[src/rtl/regfile_write_arbiter.sv]
// Two-source round-robin arbiter for the single RegisterFile write port, with a saturating conflict counter.
// Optional read bypass of the in-flight write is enabled by defining REGFILE_ARB_BYPASS_EN.
module regfile_write_arbiter #(
    parameter int DATA_W  = 32,
    parameter int ADDR_W  = 5,
    parameter int DROP_R0 = 1,
    parameter int CNT_W   = 16
) (
    input  logic              Clk,
    input  logic              Reset,
    input  logic              aValid,
    input  logic [ADDR_W-1:0] aReg,
    input  logic [DATA_W-1:0] aData,
    output logic              aReady,
    input  logic              bValid,
    input  logic [ADDR_W-1:0] bReg,
    input  logic [DATA_W-1:0] bData,
    output logic              bReady,
    output logic              RegWrite,
    output logic [ADDR_W-1:0] writeReg,
    output logic [DATA_W-1:0] writeData,
`ifdef REGFILE_ARB_BYPASS_EN
    input  logic [ADDR_W-1:0] reg1,
    input  logic [ADDR_W-1:0] reg2,
    input  logic [DATA_W-1:0] rfData1,
    input  logic [DATA_W-1:0] rfData2,
    output logic [DATA_W-1:0] fwdData1,
    output logic [DATA_W-1:0] fwdData2,
`endif
    output logic [CNT_W-1:0]  conflictCnt
);

    // Handshake: a write transfers in any cycle where xValid & xReady; the requester
    // holds reg/data stable until then and may withdraw by dropping valid.
    logic              r_prio_b;
    logic              r_reg_write;
    logic [ADDR_W-1:0] r_write_reg;
    logic [DATA_W-1:0] r_write_data;
    logic [CNT_W-1:0]  r_conflict_cnt;

    logic              w_conflict;
    logic              w_grant_a;
    logic              w_grant_b;
    logic              w_accept;
    logic [ADDR_W-1:0] w_sel_reg;
    logic [DATA_W-1:0] w_sel_data;
    logic              w_drop;

    assign w_conflict = aValid & bValid;
    assign w_grant_a  = Reset & aValid & (~bValid | ~r_prio_b);
    assign w_grant_b  = Reset & bValid & (~aValid | r_prio_b);
    assign w_accept   = w_grant_a | w_grant_b;
    assign w_sel_reg  = w_grant_a ? aReg  : bReg;
    assign w_sel_data = w_grant_a ? aData : bData;
    // Writes to r0 complete the handshake but never reach the RegisterFile.
    assign w_drop     = (DROP_R0 != 0) && (w_sel_reg == '0);

    always_ff @(posedge Clk or negedge Reset) begin
        if (!Reset) begin
            r_prio_b       <= 1'b0;
            r_reg_write    <= 1'b0;
            r_write_reg    <= '0;
            r_write_data   <= '0;
            r_conflict_cnt <= '0;
        end else begin
            r_reg_write <= w_accept & ~w_drop;
            if (w_accept && !w_drop) begin
                r_write_reg  <= w_sel_reg;
                r_write_data <= w_sel_data;
            end
            // Pointer always moves to the requester that was not served.
            if (w_grant_a) begin
                r_prio_b <= 1'b1;
            end else if (w_grant_b) begin
                r_prio_b <= 1'b0;
            end
            if (w_conflict && (r_conflict_cnt != {CNT_W{1'b1}})) begin
                r_conflict_cnt <= r_conflict_cnt + 1'b1;
            end
        end
    end

    assign aReady      = w_grant_a;
    assign bReady      = w_grant_b;
    assign RegWrite    = r_reg_write;
    assign writeReg    = r_write_reg;
    assign writeData   = r_write_data;
    assign conflictCnt = r_conflict_cnt;

`ifdef REGFILE_ARB_BYPASS_EN
    logic w_hit1;
    logic w_hit2;

    // Covers the cycle where the RegisterFile has not yet absorbed the issued write.
    assign w_hit1   = r_reg_write && (r_write_reg == reg1) && ((DROP_R0 == 0) || (reg1 != '0));
    assign w_hit2   = r_reg_write && (r_write_reg == reg2) && ((DROP_R0 == 0) || (reg2 != '0));
    assign fwdData1 = w_hit1 ? r_write_data : rfData1;
    assign fwdData2 = w_hit2 ? r_write_data : rfData2;
`endif

endmodule

[config.mk]
export PLATFORM = sky130hd
export DESIGN_NAME = regfile_write_arbiter
export DESIGN_NICKNAME = d
export VERILOG_FILES = /design/src/rtl/regfile_write_arbiter.sv
export SDC_FILE = /design/constraint.sdc
export NUM_CORES = 1
export LEC_CHECK = 0
export ABC_CLOCK_PERIOD_IN_PS = 1450
export BUFFER_PORTS_ARGS = -buffer_cell sky130_fd_sc_hd__buf_2
export CAP_MARGIN = 0
export CELL_PAD_IN_SITES_DETAIL_PLACEMENT = 0
export CELL_PAD_IN_SITES_GLOBAL_PLACEMENT = 1
export CORE_MARGIN = 3
export CORE_UTILIZATION = 33
export CTS_CLUSTER_SIZE = 14
export DETAILED_ROUTE_END_ITERATION = 16
export GPL_TIMING_DRIVEN = 0
export PLACE_DENSITY = 0.88
export SETUP_SLACK_MARGIN = 0.2
export SLEW_MARGIN = 30
export SYNTH_ARGS = -nofsm -noshare
export SYNTH_HDL_FRONTEND = slang
export SYNTH_SLANG_ARGS = --single-unit
[constraint.sdc]
create_clock -name Clk -period 1.45 [get_ports Clk]
set_clock_uncertainty 0.1 [all_clocks]
set_input_delay 0.145 -clock Clk [delete_from_list [all_inputs] [get_ports Clk]]
set_output_delay 0.145 -clock Clk [all_outputs]
set_load 0.01 [all_outputs]
# Word-level counts from Yosys, hierarchy flattened

Cells that the tools add are included.

Multiply operators: 0
Mux-type cells: 4
Bitwise logic cells: 13
Div/mod/pow operators: 0
Reductions and logical operators: 5
Order comparisons: 0
Add/subtract/negate cells: 1
Equality and inequality tests: 1
Shift operators: 0

Operator list:

| cell                  | count |
|---|---|
| $mux 32               | 1 |
| $add 16x1->16 const B | 1 |
| $ne 16x16->1 const B  | 1 |
| $and 1x1->1           | 6 |
| $logic_not 5->1       | 1 |
| $mux 5                | 1 |
| $not 1->1             | 4 |
| $or 1x1->1            | 3 |
| $logic_and 1x1->1     | 2 |
| $mux 1                | 2 |
| $reduce_bool 2->1     | 1 |
| $logic_not 1->1       | 1 |

Memories kept: 0
Word-level logic and storage cells: 29
Latch bits: 0
RAM bits: 0
Input bits: 78
Flip-flop bits (word level): 55
Bits in read-only memories: 0
Output and inout port bits: 56

# Longest topological paths before layout

Word-level depth: 7
Depth in mapped cells: 6
Gate-level depth less buffers: 5

# Worst setup path after synthesis

No wires, ideal clock.

Path kind: reg2reg
From: register r_conflict_cnt[0] (netlist: conflictCnt[0])
To: register r_conflict_cnt[7] (netlist: conflictCnt[7])
Arrival time: 1.499 ns
Required time: 1.270 ns
Slack: -0.229 ns
Stages on the path, launching flop included: 6
Buffers on the path: 0
Cell sequence: dfrtp_1 ha_1 inv_1 or4b_4 nand4_1 xnor2_1

Cells in the longest elaborated chain, start to end: 2
Elaborated cells on any way between the ends: 3
Classes of those cells: 1 x add/sub; 1 x eq/ne; 1 x reduce/logical

RTL lines:

| item                                                  | RTL line | RTL |
|---|---|---|
| from (decl)                                           | 39       | `logic [CNT_W-1:0] r_conflict_cnt;` |
| from (signal assigned)                                | 78       | `r_conflict_cnt <= r_conflict_cnt + 1'b1;` |
| branches (longest 2 deep; another with $add 16x1->16) | -        |  |

Parallel ways; which one is timed is not known.
A chain may end at the register's enable or synchronous reset.

# Worst setup path after layout

From: register r_conflict_cnt[1] (netlist: conflictCnt[1])
To: register r_conflict_cnt[9] (netlist: conflictCnt[9])

The elaborated chain is that of the path after synthesis.

==> flow_summary_export.csv <==
group,metric,value,unit
status,status,"finished, violations left",
status,violations,"hold timing, setup timing",
floorplan,io-pin-count,134,
layout,multi_input_area,1760,sq um
grt,grt_pass1_wl,12.3,mm
floorplan,fp.dieH,101,um
critical_path,critPathSlowestCell,"or4b_4",
routing,vias,2583,
synth,syn_nets,306,
timing,slew_viol_final,0,
placed_design,dp.cells,464,
synth,synth_common_cells,"dfrtp_1, mux2_2, mux2_4, nand2_1, inv_1",
timing,min_period_over_period,1.15,
power,power_density,1170,nW/um^2
cts,clk_pin_slew,100,ps
routing,drc,0,
power,p_sw,1780,uW
power,intPower,3820,uW
synth,yosys.cell_count.top_type,"dfrtp_1",
critical_path,r2r-start,"conflictCnt[1]$_DFFE_PN0P_",
floorplan,start_util,0.351,
synth,synth_warnings,0,
hold_path,min_path_type,"in2async",
critical_path,critPathTopFamily,"simple AND/OR/NAND/NOR gates",
routing,wl_per_cell,16.2,um
critical_path,startpoint_type,"flip-flop",
critical_path,worstPathMaxFanout,4,
layout,fill_cells,686,
grt,grt_max_degree,57,
timing,rsz0062_at_grt,"true",
critical_path,crit_type,"reg2reg",
floorplan,rows,33,
synth,synth-async-reset-ratio,1.00,
timing,fmax,0.602,GHz
power,combPwrFrac,0.435,
synth,synth.area.top_cells,"dfrtp_1, mux2_4, mux2_2",
synth,yosysSeqAreaShare,0.464,
power,seqPwrFrac,0.387,
routing,dr.pass1.iters,4,
timing,setup_ws,-212,ps
synth,synth-main-ff-cell,"dfrtp_1",
critical_path,slowest_delay,590,ps
timing,worst_slew_pin_slew,777,ps
cts,cts_sinks,55,
grt,track_usage,0.152,
cts,htreeDepth,2,
synth,netlist_instances,227,
layout,fin_cells,524,
floorplan,core,8460,sq um
critical_path,crit_buf_inv,1,
timing,holdWs,-392,ps
synth,synth_area,2970,sq um
routing,drt-vias-per-instance,4.93,
synth,synth_edf_count,0,
timing,setup_viol_count_final,52,
critical_path,crit_path_start,"conflictCnt[1]$_DFFE_PN0P_",
critical_path,reg2reg_depth,5,
placed_design,io_buffers,132,
power,power.static_leakage,0.00235,uW
synth,synth_top_area_share,0.464,
floorplan,die_area,10200,sq um
cts,cts-root-buf,"clkbuf_8",
critical_path,required,1580,ps
critical_path,path_cells,"ha_4 -> inv_2 -> or4b_4 -> nand3b_1 -> xnor2_1",
critical_path,arrival,1790,ps
routing,ant_nets,0,
cts,clockBufferDepth,2,
synth,synth_area_leader_cell,"dfrtp_1",
routing,wl,8.49,mm
timing,slew_headroom,0.478,
synth,synth_seq_cells,55,
cts,cts_made_buffers,5,
routing,drt_iter0_markers,45,
placed_design,globalplace.congestion,0.802,
power,max-vdd-ir-drop,0.649,mV
synth,synth_cell_types,40,
critical_path,r2r-end,"conflictCnt[9]$_DFFE_PN0P_",
job,drv_cap,0,
layout,nNetsFinal,497,
cts,tritoncts,"yes",
critical_path,worst_setup_path_end_kind,"flip-flop",
timing,final-hold-violation-count,55,
layout,regArea,1390,sq um
power,p_total,5600,uW
placed_design,hpwlAfterDp,5.26,mm
layout,drive_above_1_share,0.728,
grt,grt_pass1_vias,2531,
floorplan,fp.dieW,101,um
layout,diodes,0,
grt,overflow,0,
power,p_sw_frac,0.318,
layout,area_delta_synth_final,61.8,%
timing,fin_crit,1660,ps
cts,insertion_delay,300,ps
synth,avgSynthCellArea,13.1,sq um
power,power.share.clock,0.177,
grt,antenna_found_initial,0,
critical_path,regToRegSetupSlack,-210,ps
## cell usage in the layout, fill, tap and decap left out, types with 6 or more instances in the layout
| cell type | netlist | layout |
|---|---|---|
| buf_2 | 5 | 120 |
| dfrtp_1 | 55 | 47 |
| buf_6 | 3 | 47 |
| mux2_4 | 28 | 33 |
| mux2_2 | 33 | 28 |
| buf_4 | 0 | 19 |
| dfrtp_2 | 0 | 8 |
| nand2_1 | 10 | 7 |
| inv_1 | 8 | 6 |
## timing repair
item,in CTS,in global routing
setup endpoints to repair,56,66
buffers inserted,31,19
hold endpoints to repair,55,55
pin swaps,16,16
gates resized for setup,58,49
gates cloned,2,0
## worst max path at each step
| stage | slack (ps) | endpoint | cells past startpoint |
|---|---|---|---|
| 5_1_grt | -290 | writeData[6]$_DFFE_PN0P_ | 6 |
| 4_1_cts | -230 | writeData[6]$_DFFE_PN0P_ | 6 |
| 3_5_place_dp | -1070 | writeData[25]$_DFFE_PN0P_ | 6 |
| 6_report | -210 | conflictCnt[9]$_DFFE_PN0P_ | 5 |
| 3_3_place_gp | -1490 | writeData[12]$_DFFE_PN0P_ | 6 |
| 2_1_floorplan | -160 | writeData[10]$_DFFE_PN0P_ | 5 |
## metrics by stage
stage	instance area, sq um	setup TNS, ps	utilization	setup slack, ps	hold WS [ps]
3_3_place_gp	3820	-57430	0.451	-1490	366
6_report	4800	-7650	0.567	-212	-392
3_5_place_dp	3820	-40790	0.452	-1070	144
4_1_cts	4440	-8130	0.524	-232	-387
2_1_floorplan	3030	-6070	-	-158	-251
5_1_grt	4800	-12020	0.567	-290	-382
## cell families after synthesis
group                    after synthesis  synth area share
buffers and inverters                 17            0.0316
AND/OR/NAND/NOR                       53             0.116
adder cells (fa/ha/maj)                1           0.00422
XOR/XNOR                              11            0.0325
AO/OA/AOI/OAI                         20            0.0531
multiplexers                          70             0.299
flip-flops                            55             0.464
## registers in the layout (all words and copies together) (netlist names)
name / count
writeData: 32
r_prio_b: 1
conflictCnt: 16
RegWrite: 1
writeReg: 5
## routing by layer
| metal | global-route usage | part of all wire |
|---|---|---|
| met3 | 0.0339 | 0.067 |
| met2 | 0.265 | 0.50 |
| met4 | 0.0301 | 0.023 |
| met1 | 0.193 | 0.41 |
| met5 | 0 | 0 |
## power groups by stage
stage | Combinational [uW] | Clock, uW | Sequential (uW)
floorplan | 792 | 0 | 2300
detailed placement | 1570 | 0 | 2170
CTS | 1970 | 1040 | 2130
finish | 2440 | 993 | 2170
global placement | 1540 | 0 | 2160
global route | 2610 | 1100 | 2220
## layout make-up
type | instances | area share
multi-input cells | 155 | 0.367
plain buffers | 9 | 0.0211
inverters | 8 | 0.00729
well taps | 105 | 0.0274
repair buffers | 184 | 0.267
flip-flops and latches | 55 | 0.289
clock buffers | 7 | 0.0159
clock inverters | 1 | 0.00625
Note: power is estimated with default switching activity, not from simulation.
